File: config.mk
export PLATFORM = sky130hd
export DESIGN_NAME = color_scheduler
export DESIGN_NICKNAME = d
export VERILOG_FILES = /design/src/rtl/color_pkg.sv /design/src/rtl/color_rr_pick.sv /design/src/rtl/color_scheduler.sv
export SDC_FILE = /design/constraint.sdc
export NUM_CORES = 1
export LEC_CHECK = 0
export CORE_MARGIN = 3
export CORE_UTILIZATION = 54
export CTS_CLUSTER_DIAMETER = 30
export CTS_CLUSTER_SIZE = 10
export DETAILED_ROUTE_END_ITERATION = 12
export GPL_TIMING_DRIVEN = 0
export HOLD_SLACK_MARGIN = 0.06
export PLACE_DENSITY = 0.93
export RECOVER_POWER = 100
export SYNTH_ARGS = -nofsm -noshare
export SYNTH_HDL_FRONTEND = slang
export SYNTH_SLANG_ARGS = --single-unit
File: constraint.sdc
create_clock -name clk -period 9.1 [get_ports clk]
set_clock_uncertainty 0.15 [all_clocks]
set_input_delay 0.91 -clock clk [delete_from_list [all_inputs] [get_ports clk]]
set_output_delay 0.91 -clock clk [all_outputs]
set_load 0.02 [all_outputs]
File: src/rtl/color_pkg.sv
// Shared colour definitions and scheduler state type for the shared colour output.
package color_pkg;

  localparam int unsigned COLOR_W = 4;
  localparam logic [COLOR_W-1:0] IDLE_COLOR = 4'd0;

  // Colour codes used by the stepping counter.
  localparam logic [COLOR_W-1:0] COLOR_STEP0 = 4'd2;
  localparam logic [COLOR_W-1:0] COLOR_STEP1 = 4'd3;
  localparam logic [COLOR_W-1:0] COLOR_STEP2 = 4'd4;
  localparam logic [COLOR_W-1:0] COLOR_STEP3 = 4'd5;

  typedef enum logic [1:0] {
    StIdle,
    StShow,
    StRelease
  } state_e;

endpackage

File: src/rtl/color_rr_pick.sv
// Combinational round-robin selector: searches upward from last+1 with wrap for the
// first asserted request.
module color_rr_pick #(
  parameter int unsigned NUM_REQ = 4,
  parameter int unsigned IDX_W   = $clog2(NUM_REQ)
) (
  input  logic [NUM_REQ-1:0] req,
  input  logic [IDX_W-1:0]   last,
  output logic [IDX_W-1:0]   winner,
  output logic               valid
);

  always_comb begin
    int unsigned idx;
    idx    = 0;
    winner = '0;
    valid  = 1'b0;
    for (int unsigned k = 1; k <= NUM_REQ; k++) begin
      idx = (32'(last) + k) % NUM_REQ;
      if (!valid && req[IDX_W'(idx)]) begin
        winner = IDX_W'(idx);
        valid  = 1'b1;
      end
    end
  end

endmodule

File: src/rtl/color_scheduler.sv
// Time-shares one registered colour output between requesters: round-robin grant,
// fixed dwell (or abort), one idle-colour release cycle, then back to arbitration.
module color_scheduler #(
  parameter int unsigned NUM_REQ = 4,
  parameter int unsigned COLOR_W = color_pkg::COLOR_W,
  parameter int unsigned DWELL_W = 16,
  parameter logic [COLOR_W-1:0] IDLE_COLOR = COLOR_W'(color_pkg::IDLE_COLOR),
  parameter int unsigned IDX_W = $clog2(NUM_REQ)
) (
  input  logic                       clk,
  input  logic                       rst,
  input  logic [NUM_REQ-1:0]         req,
  input  logic [NUM_REQ*COLOR_W-1:0] req_color,
  input  logic [NUM_REQ*DWELL_W-1:0] req_dwell,
  input  logic                       abort,
  output logic [NUM_REQ-1:0]         grant,
  output logic [NUM_REQ-1:0]         done,
  output logic [COLOR_W-1:0]         color,
  output logic                       busy,
  output logic [IDX_W-1:0]           owner
);

  import color_pkg::*;

  state_e               state_q, state_d;
  logic [DWELL_W-1:0]   cnt_q, cnt_d;
  logic [COLOR_W-1:0]   color_q, color_d;
  logic [IDX_W-1:0]     owner_q, owner_d;
  logic [NUM_REQ-1:0]   grant_q, grant_d;
  logic [NUM_REQ-1:0]   done_q, done_d;

  logic [IDX_W-1:0]     pick_idx;
  logic                 pick_valid;
  logic [COLOR_W-1:0]   color_arr [NUM_REQ];
  logic [DWELL_W-1:0]   dwell_arr [NUM_REQ];
  logic [DWELL_W-1:0]   dwell_sel;

  for (genvar i = 0; i < NUM_REQ; i++) begin : g_unpack
    assign color_arr[i] = req_color[i*COLOR_W +: COLOR_W];
    assign dwell_arr[i] = req_dwell[i*DWELL_W +: DWELL_W];
  end

  color_rr_pick #(
    .NUM_REQ (NUM_REQ),
    .IDX_W   (IDX_W)
  ) u_pick (
    .req    (req),
    .last   (owner_q),
    .winner (pick_idx),
    .valid  (pick_valid)
  );

  assign dwell_sel = dwell_arr[pick_idx];

  always_comb begin
    state_d = state_q;
    cnt_d   = cnt_q;
    color_d = color_q;
    owner_d = owner_q;
    grant_d = '0;
    done_d  = '0;
    unique case (state_q)
      StIdle: begin
        color_d = IDLE_COLOR;
        if (pick_valid) begin
          color_d           = color_arr[pick_idx];
          // A zero dwell still shows the colour for one cycle.
          cnt_d             = (dwell_sel == '0) ? '0 : dwell_sel - DWELL_W'(1);
          owner_d           = pick_idx;
          grant_d[pick_idx] = 1'b1;
          state_d           = StShow;
        end
      end
      StShow: begin
        if (cnt_q == '0 || abort) begin
          done_d[owner_q] = 1'b1;
          color_d         = IDLE_COLOR;
          state_d         = StRelease;
        end else begin
          cnt_d = cnt_q - DWELL_W'(1);
        end
      end
      StRelease: begin
        color_d = IDLE_COLOR;
        state_d = StIdle;
      end
      default: begin
        color_d = IDLE_COLOR;
        state_d = StIdle;
      end
    endcase
  end

  always_ff @(posedge clk or posedge rst) begin
    if (rst) begin
      state_q <= StIdle;
      cnt_q   <= '0;
      color_q <= IDLE_COLOR;
      owner_q <= IDX_W'(NUM_REQ - 1);
      grant_q <= '0;
      done_q  <= '0;
    end else begin
      state_q <= state_d;
      cnt_q   <= cnt_d;
      color_q <= color_d;
      owner_q <= owner_d;
      grant_q <= grant_d;
      done_q  <= done_d;
    end
  end

  assign color = color_q;
  assign grant = grant_q;
  assign done  = done_q;
  assign owner = owner_q;
  assign busy  = (state_q != StIdle);

endmodule

Word level (Yosys, flattened, before mapping)
Cells that the tools add are included.
{"block": "op_classes", "add_sub_neg": 6, "order_cmp": 9, "n_eq_ne": 4, "n_mux": 40, "bitwise_logic": 1, "n_reduce_logical": 17}
{"op": "$mux 16", "count": 5}
{"op": "$bmux 16 s2", "count": 1}
{"op": "$logic_not 16->1", "count": 2}
{"op": "$mux 4", "count": 8}
{"op": "$pmux 16 s2", "count": 1}
{"op": "$sub 16x1->16 const B", "count": 2}
{"op": "$lt 2x3->1 const B", "count": 6}
{"op": "$mux 2", "count": 6}
{"op": "$mux 1", "count": 10}
{"op": "$bmux 1 s2", "count": 4}
{"op": "$bmux 4 s2", "count": 1}
{"op": "$pmux 4 s2", "count": 1}
{"op": "$ne 2x2->1 const B", "count": 3}
{"op": "$logic_and 1x1->1", "count": 5}
{"op": "$add 2x1->2 const B", "count": 2}
{"op": "$add 2x2->2 const B", "count": 2}
{"op": "$demux 1 s2", "count": 2}
{"op": "$ge 2x1->1 const B", "count": 2}
{"op": "$pmux 2 s2", "count": 1}
{"op": "$reduce_and 2->1", "count": 2}
{"op": "$reduce_bool 2->1", "count": 2}
{"op": "$ge 3x3->1 const B", "count": 1}
{"op": "$logic_not 1->1", "count": 3}
{"op": "$not 2->3", "count": 1}
{"op": "other kinds (4)", "count": 4}
{"block": "totals", "ff_bits": 32, "inputBits": 87, "output_inout_bits": 15, "elab_cells": 83}

Logic depth before layout (Yosys ltp)
Gate-level depths: netlist of run 1.
{"block": "depth", "word_depth": 21, "ltp_mapped": 21, "mapped_depth_nobuf": 15}

Modules after synthesis
From an unflattened synthesis of run 1, not the netlist that was laid out.
{"block": "unflattened", "cells_unflattened": 245, "area_unflattened_um2": 2549.9}
{"module": "color_scheduler", "instances": 1, "cells_per_inst": 231, "area_each_um2": 2458.6, "seq_area_each_um2": 803.3}
{"module": "color_rr_pick", "instances": 1, "cells_per_inst": 14, "area_each_um2": 91.3, "seq_area_each_um2": 0.0}

Worst setup path before layout of run 1
No wires, ideal clock.
{"block": "synth_path", "kind": "reg2reg", "startpoint": "register owner_q[0], in the netlist owner[0]", "endpoint": "register cnt_q[0]", "setup_ns": 0.155, "arrival_ns": 5.183, "required_time_ns": 8.795, "slack_ns": 3.612, "path_stages_with_launch": 21, "path_buffers": 7, "period_less_slack_ns": 5.488, "path_cell_list": "dfstp_2 buf_6 inv_1 clkbuf_1 clkbuf_1 ha_1 clkbuf_1 a21oi_1 o31ai_1 and2_1 clkbuf_1 clkbuf_1 o31ai_1 a32oi_1 ha_1 a21bo_2 o32ai_1 or3b_4 o31ai_4 buf_6 o221ai_1"}
{"block": "synth_between", "elab_chain_cells": 21, "word_cells_on_any_way": 37, "cone_classes": "add/sub: 5; eq/ne: 1; mux: 22; bitwise: 1; reduce/logical: 8"}
{"item": "start, declared", "line_no": "color_scheduler.sv:28", "source": "logic [IDX_W-1:0] owner_q, owner_d;"}
{"item": "start signal, assigned", "line_no": "color_scheduler.sv:99", "source": "owner_q <= IDX_W'(NUM_REQ - 1);"}
{"item": "start signal, assigned", "line_no": "color_scheduler.sv:106", "source": "owner_q <= owner_d;"}
{"item": "$add 2x1->2", "line_no": "color_rr_pick.sv:19", "source": "idx = (32'(last) + k) % NUM_REQ;"}
{"item": "$bmux 1 s2", "line_no": "color_rr_pick.sv:20", "source": "if (!valid && req[IDX_W'(idx)]) begin"}
{"item": "$mux 1 (not written as such)", "line_no": "color_rr_pick.sv:20"}
{"item": "$mux 1", "line_no": "color_rr_pick.sv:20"}
{"item": "$logic_not 1->1", "line_no": "color_rr_pick.sv:20"}
{"item": "$logic_and 1x1->1", "line_no": "color_rr_pick.sv:20"}
{"item": "$mux 1", "line_no": "color_rr_pick.sv:20"}
{"item": "$logic_not 1->1", "line_no": "color_rr_pick.sv:20"}
{"item": "(+4 left out)"}
{"item": "$mux 2", "line_no": "color_rr_pick.sv:20"}
{"item": "$not 2->3 (not written as such)", "line_no": "color_scheduler.sv:53", "source": "assign dwell_sel = dwell_arr[pick_idx];"}
{"item": "$bmux 16 s2", "line_no": "color_scheduler.sv:53"}
{"item": "$mux 16 (not written as such) (2 in series)", "line_no": "color_scheduler.sv:53"}
{"item": "$sub 16x1->16 / $logic_not 16->1 (equally long branches)", "line_no": "color_scheduler.sv:68", "source": "cnt_d = (dwell_sel == '0) ? '0 : dwell_sel - DWELL_W'(1);"}
{"item": "$mux 16", "line_no": "color_scheduler.sv:68"}
{"item": "$mux 16", "line_no": "color_scheduler.sv:65", "source": "if (pick_valid) begin"}
{"item": "$pmux 16 s2", "line_no": "color_scheduler.sv:62", "source": "unique case (state_q)"}
{"item": "end signal, assigned", "line_no": "color_scheduler.sv:104", "source": "cnt_q <= cnt_d;"}
{"item": "end, declared", "line_no": "color_scheduler.sv:26", "source": "logic [DWELL_W-1:0] cnt_q, cnt_d;"}
Several ways; a longest one is shown, not always the timed one. The select of a mux whose other input is x is not followed.
A chain may end at the register's enable or synchronous reset.

Worst setup path in the final report of run 1
{"block": "layout_path", "startpoint": "register owner_q[0], in the netlist owner[0]", "endpoint": "register cnt_q[3]"}
Same word-level chain as after synthesis.

==> results of run 1 <==
[layout make-up]
cell class                      count  area [sq um]  area share, %
Inverter                            9          33.8          0.691
Tap cell                           77          96.3           1.97
Sequential cell                    32           803           16.4
Timing Repair Buffer              101          1000           20.5
Multi-Input combinational cell    393          2710           55.3
Buffer                             34           141           2.89
Clock buffer                        6          72.6           1.48
Clock inverter                      2          35.0          0.716
[cell usage after synthesis (4+ instances only)]
| library cell | n | area, sq um |
|---|---|---|
| a21oi_1 | 10 | 50.1 |
| a22o_1 | 4 | 35.0 |
| a31oi_1 | 4 | 25.0 |
| and2_1 | 13 | 81.3 |
| buf_2 | 9 | 45.0 |
| clkbuf_1 | 21 | 78.8 |
| dfrtp_1 | 30 | 751 |
| ha_1 | 6 | 75.1 |
| inv_1 | 9 | 33.8 |
| mux2_2 | 5 | 56.3 |
| mux2i_1 | 17 | 170 |
| mux4_2 | 10 | 225 |
| nand2_1 | 53 | 199 |
| nand2b_1 | 8 | 50.1 |
| nand3_1 | 5 | 25.0 |
| nand3b_1 | 11 | 82.6 |
| nand4_1 | 5 | 31.3 |
| nor2_1 | 59 | 221 |
| nor2b_1 | 13 | 81.3 |
| nor3_1 | 10 | 50.1 |
| o211ai_1 | 10 | 75.1 |
| o21ai_0 | 24 | 120 |
| o21ai_1 | 6 | 30.0 |
| o221ai_1 | 23 | 201 |
| o22ai_1 | 8 | 50.1 |
| o311a_1 | 9 | 90.1 |
| o31a_1 | 4 | 35.0 |
| o31ai_1 | 5 | 37.5 |
| o32ai_1 | 5 | 43.8 |
| or2_2 | 4 | 25.0 |
| or3_1 | 10 | 62.6 |
| xnor2_1 | 6 | 52.6 |
| xor2_1 | 4 | 35.0 |
[cells by family after synthesis]
group,Yosys count,share of synthesized area (%)
compound gates,141,29.1
xor+xnor,10,2.35
fa+ha+maj,6,2.02
buf+inv,43,5.34
flops,32,21.6
mux,33,12.5
simple gates,203,27.0
[through the flow]
step | setup slack (ns) | util [%] | power, mW | instance area (sq um) | hold WS, ns
after global routing | 1.04 | 74.9 | 2.10 | 4890 | 0.386
final | 1.54 | 74.9 | 1.97 | 4890 | 0.354
after CTS | 2.46 | 75.4 | 1.96 | 4930 | 0.361
after global placement | 2.62 | 73.8 | 1.75 | 4820 | 0.339
after detailed placement | 2.47 | 73.8 | 1.80 | 4820 | 0.341
after floorplan | 3.61 | - | 1.40 | 3720 | 0.332
[layer usage]
metal | GRT usage, % | wire (um)
met4 | 16.0 | 519
met3 | 5.07 | 1660
met2 | 55.8 | 6270
met5 | 0 | 0
met1 | 42.0 | 5050
[worst paths after layout]
path	startpoint	end	slack [ns]
max	owner[0]	cnt_q[3]	1.54
min	color[0]	color[0]	0.35
max reg2reg	owner[0]	cnt_q[3]	1.54
min reg2reg	color[0]	color[0]	0.35
max in group asynchronous	rst	cnt_q[5]	6.36
min in group asynchronous	rst	grant[3]	0.86
[worst max-delay path: stages, from the launching register on]
cell and delay [ns]:
dfstp_1 0.65, clkbuf_1 0.47, inv_1 0.16, clkbuf_1 0.30
clkbuf_1 0.36, ha_1 0.42, clkbuf_1 0.40, a21oi_1 0.08
o31ai_1 0.43, and2_0 0.19, clkbuf_1 0.32, clkbuf_1 0.42
o31ai_1 0.15, a32oi_1 0.36, ha_1 0.30, a21bo_2 0.24
o32ai_1 0.46, or3b_1 0.50, o31ai_4 0.42, clkbuf_1 0.41
o221ai_1 0.20
[flip-flops by register name (all words and copies together) (netlist names)]
register and flops:
cnt_q 16, owner 2, color 4, state_q 2
grant 4, done 4
[power groups by stage]
stage / Clock (mW) / Sequential [mW] / Combinational [mW]
6_report: 0.137 / 0.269 / 1.56
5_1_grt: 0.139 / 0.276 / 1.68
4_1_cts: 0.136 / 0.268 / 1.55
3_5_place_dp: 0 / 0.268 / 1.53
3_3_place_gp: 0 / 0.265 / 1.48
2_1_floorplan: 0 / 0.281 / 1.12
==> impl_results.md, run 1 <==
- Initial antenna violation count: 0
- Seq/Total Area, Yosys: 21.6%
- Cell Pwr Density: 402 nW/um^2
- Dpl cells: 645
- GP Congestion: 0.961
- Distinct cell type count of the synthesized netlist: 63
- Share of layout cells above drive strength 1: 7.80%
- Vias in the first global route: approximately 4300
- 1st-pass router iterations: 6
- RSZ-0062 raised after global routing: false
- R2R cell count: 20
- Worst Hold Class: flop to flop
- Clock transition at path regs: 0.07 ns
- Post-DR vias/cell: 7.00
- Worst Setup Start Kind: flop
- Final nets: about 670
- Antenna diodes: 0
- P_sw: 1.05 mW
- Data arrival, critical path: 7.56 ns
- DIE WIDTH: 89.0 um
- Area growth from synthesis to layout: 31.4%
- ANT nets after route: 0
- CP max FO: 11
- Max-Cap Viols: 0
- Crit Path Class: flop to flop
- Die span in y: 89.0 um
- CP endpoint kind: flop
- Rel. slew slack: 7.65%
- Initial Utilization: 57.0%
- FILL cells: 484
- Clock Power Share: 7.0%
- Worst vdd ir: 0.000169 V
- CTS resizes: 0
- Num CTS Buffers: 5
- Combinational group share of total power: 79.4%
- Max Transition Viols Final: 0
- Syn Inst Count: 468
- Layout Cells excl Fill: 654
- Actual slew at the worst max-slew pin: 1.39 ns
- Number of port buffers: 100
- Hold buffer count at CTS: 0
- Rows: 29
- Number of synthesized flops with an enable pin: 0
- Gr usage total: 33.3%
- Syn Area/Cell: about 8.0 sq um
- Ys Warns: 0
- Final setup TNS: 0 ns
- Sequential Power Share: between 10% and 20%
- Asr flop ratio synth: 100%
- Period utilisation layout: 83.0%
- Clock buffer depth: 2
- Setup Buffers After CTS: 0
- Root Buffer: clkbuf_8
- Synthesized flop and latch total: 32
- H-tree depth: 2
- Gr ovfl total: 0
- Hold depth: 1
- Post-route DRC violation count: 0
- CTS tree: yes
- Switching part of the total power: 53.4%
- Global-route wire length before repair: 20.6 mm
- Cell area after synthesis: 3720 sq um
- Outcome: complete, no violations
- CTS Sinks: 32
- Required time worst endpoint: 9.10 ns
- Wire per inst: 20.6 um
- Fin. Hold Viols: 0
- Most common cell after layout, fill and taps aside: clkdlybuf4s50_1
- Syn Nets: 561
- Primary FF master, synth: dfrtp_1
- Setup-failing EPs final: 0
- Clock latency on the worst-skew pair: approximately 0.29 ns
- DR vias: roughly 4600
- Largest net degree at the start of global routing: 33
- Placeable Area: around 6500 sq um
- Total internal power: just over 0.9 mW
- DP HPWL: around 9.8 mm
- Die Footprint: 7930 sq um
- Minimum clock period: 7.56 ns
- Initial DRC count: 569
- Most frequent cells in the layout: clkdlybuf4s50_1, nor2_1, nand2_1, dfrtp_1, o21ai_0
- Top-Level Pins: 102
- Leakage: approximately 1.9 nW
- Max Freq: 0.132 GHz
- WL final: 13.5 mm
Note: power is estimated with default switching activity, not from simulation.
==> inputs of run 2 (changes only) <==
--- a/config.mk
+++ b/config.mk
@@ -6,13 +6,13 @@
 export NUM_CORES = 1
 export LEC_CHECK = 0
 export CORE_MARGIN = 3
-export CORE_UTILIZATION = 54
+export CORE_UTILIZATION = 45
 export CTS_CLUSTER_DIAMETER = 30
 export CTS_CLUSTER_SIZE = 10
 export DETAILED_ROUTE_END_ITERATION = 12
 export GPL_TIMING_DRIVEN = 0
 export HOLD_SLACK_MARGIN = 0.06
-export PLACE_DENSITY = 0.93
+export PLACE_DENSITY = 0.83
 export RECOVER_POWER = 100
 export SYNTH_ARGS = -nofsm -noshare
 export SYNTH_HDL_FRONTEND = slang
==> constraint.sdc (replaced) <==
create_clock -name clk -period 6.75 [get_ports clk]
set_clock_uncertainty 0.15 [all_clocks]
set_input_delay 0.675 -clock clk [delete_from_list [all_inputs] [get_ports clk]]
set_output_delay 0.675 -clock clk [all_outputs]
set_load 0.02 [all_outputs]
==> impl_results.md, run 2 (synthesis gave the netlist of run 1 again) <==
- CP max FO: 11 (unchanged)
- Top-Level Pins: 102 (unchanged)
- Buf+Inv Stages, Crit Path: 8 (unchanged)
- Leakage: 1.87 nW (+0.91%)
- DR vias: 4345 (-5.1%)
- Wire per inst: 19.0 um (-8.1%)
- Die Footprint: 9400 sq um (+19%)
- CP endpoint kind: flop
- Seq. cell area: 803 sq um (unchanged)
- Clock buffer depth: 2 (unchanged)
- Clock latency on the worst-skew pair: 0.29 ns (about the same)
- Largest Register: cnt_q
- Vias in the first global route: 4203 (-1.2%)
- Share of layout cells above drive strength 1: 9.36% (+1.6 points)
- Crit path max-delay family: compound AO/OA/AOI/OAI gates
- H-tree depth: 2 (unchanged)
- Worst vdd ir: 0.000317 V (+88%)
- Actual slew at the worst max-slew pin: 1.15 ns (-0.238 ns)
- Global-route wire length before repair: 20.3 mm (-1.5%)
- WL final: 12.9 mm (-4.6%)
- Largest net degree at the start of global routing: 33 (unchanged)
- DIE WIDTH: 97.0 um (+8.9%)
- Outcome: complete, no violations
- Critical path, cell by cell: buf_6 > inv_1 > clkbuf_1 > clkbuf_2 > ha_1 > clkbuf_2 > a221oi_1 > o21a_1 > and2_1 > clkbuf_1 > clkbuf_2 > o31ai_1 > a32oi_1 > ha_1 > a21bo_2 > o32ai_2 > or3b_4 > o31ai_4 > buf_6 > o221ai_1
- GP Congestion: 0.961 (about the same)
- Root Buffer: clkbuf_8
- Gr ovfl total: 0 (unchanged)
- Cell Pwr Density: 537 nW/um^2 (+34%)
- RSZ-0062 raised after global routing: false
- Largest register FFs: 16 (unchanged)
- Worst Setup Start Kind: flop
- Multi-input logic area: 2720 sq um (+0.56%)
- Area growth from synthesis to layout: 33.2%
- Critical Path Most Common Cell: clkbuf_2
- Initial DRC count: 315 (-45%)
- Flop-to-flop setup slack: 0.32 ns (-1.23 ns)
- Most common cell after layout, fill and taps aside: clkdlybuf4s50_1
- Setup Buffers After CTS: 0 (unchanged)
- Final nets: 669 (unchanged)
- DP HPWL: 9.98 mm (+2.2%)
- CTS tree: yes
- Rel. slew slack: 23.5% (+16 points)
- Most frequent cells in the layout: clkdlybuf4s50_1, nor2_1, nand2_1, dfrtp_1, o21ai_0
- 1st-pass router iterations: 6 (unchanged)
- Max stage delay on crit path: 0.63 ns (-0.02 ns)
- Crit Path Class: flop to flop
- Num CTS Buffers: 5 (unchanged)
- Initial antenna violation count: 0 (unchanged)
- Setup-failing EPs final: 0 (unchanged)
- Initial Utilization: 47.2% (-9.8 points)
- Data arrival, critical path: 6.41 ns (-1.15 ns)
- Design area: 4960 sq um (+1.3%)
- Rows: 32 (+10%)
- Die span in y: 97.0 um (+8.9%)
- Max Transition Viols Final: 0 (unchanged)
- Antenna diodes: 0 (unchanged)
- CTS Sinks: 32 (unchanged)
- Required time worst endpoint: 6.73 ns (-2.37 ns)
- ANT nets after route: 0 (unchanged)
- Post-route DRC violation count: 0 (unchanged)
- Slowest cell on the critical path: dfstp_2
- Period utilisation layout: 95.3% (+12 points)
- Gr usage total: 25.8% (-7.5 points)
- Max Freq: 0.155 GHz (+17%)
- Placed instance area: 4850 sq um (+0.65%)
- Fin. Hold Viols: 0 (unchanged)
- Hold buffer count at CTS: 0 (unchanged)
- Clock transition at path regs: 0.07 ns (about the same)
- Post-DR vias/cell: 6.40 (-8.6%)
- FILL cells: 688 (+42%)
- Number of port buffers: 100 (unchanged)
- Post-route core utilization: 62.8% (-12 points)
- Worst Hold Class: flop to flop
- Placeable Area: 7890 sq um (+21%)
- Max-Cap Viols: 0 (unchanged)
- Minimum clock period: 6.43 ns (-1.12 ns)
run 2: report_power, final:
group / switching, mW / internal, mW / leakage, nW
Combinational: 1.26 / 0.856 / 1.42
Sequential: 0.0770 / 0.285 / 0.397
Clock: 0.0754 / 0.110 / 0.0552
Total: 1.41 / 1.25 / 1.87
run 2: worst paths after layout:
check	to	start	cells past startpoint
max in group asynchronous	cnt_q[4]	rst	3
min reg2reg	color[0]	color[0]	1
min	color[0]	color[0]	1
max reg2reg	cnt_q[3]	owner[0]	20
min in group asynchronous	color[0]	rst	2
max	cnt_q[3]	owner[0]	20
run 2: stage by stage:
step           power (mW)  hold slack (ns)  setup TNS [ns]  instances  setup WS [ns]
4_1_cts              2.65            0.368               0        678          0.110
6_report             2.66            0.353               0        679          0.318
5_1_grt              2.84            0.380               0        679         0.0293
3_5_place_dp         2.45            0.352           -1.16        670         -0.157
3_3_place_gp         2.40            0.341          -0.263        670        -0.0792
2_1_floorplan        1.89            0.332               0        468           1.26
run 2: area by class of cell:
| cell class | count | share of cell area [%] |
|---|---|---|
| Buffer | 34 | 3.23 |
| Clock buffer | 6 | 1.46 |
| Multi-Input combinational cell | 393 | 54.9 |
| Tap cell | 102 | 2.57 |
| Inverter | 9 | 0.681 |
| Clock inverter | 2 | 0.707 |
| Timing Repair Buffer | 101 | 20.3 |
| Sequential cell | 32 | 16.2 |
run 2: timing repair:
item	in CTS	in global routing
resized for setup	2	5
setup endpoints to repair	14	14
pin swaps	0	0
run 2: worst register-to-register path: cells and delay by family, from the launching register on:
family	cells	cell delay [ns]
flip-flops	1	0.63
buffers and inverters	8	1.94
AND/OR/NAND/NOR	2	0.61
adder cells (fa/ha/maj)	2	0.72
AO/OA/AOI/OAI	8	2.23
run 2: layer usage:
layer	vias up	track usage (%)	wire, um
met5	-	0	0
met4	0	7.99	268
met3	43	4.40	1110
met2	265	46.7	6490
met1	2050	31.1	5010
li1	1987	-	-
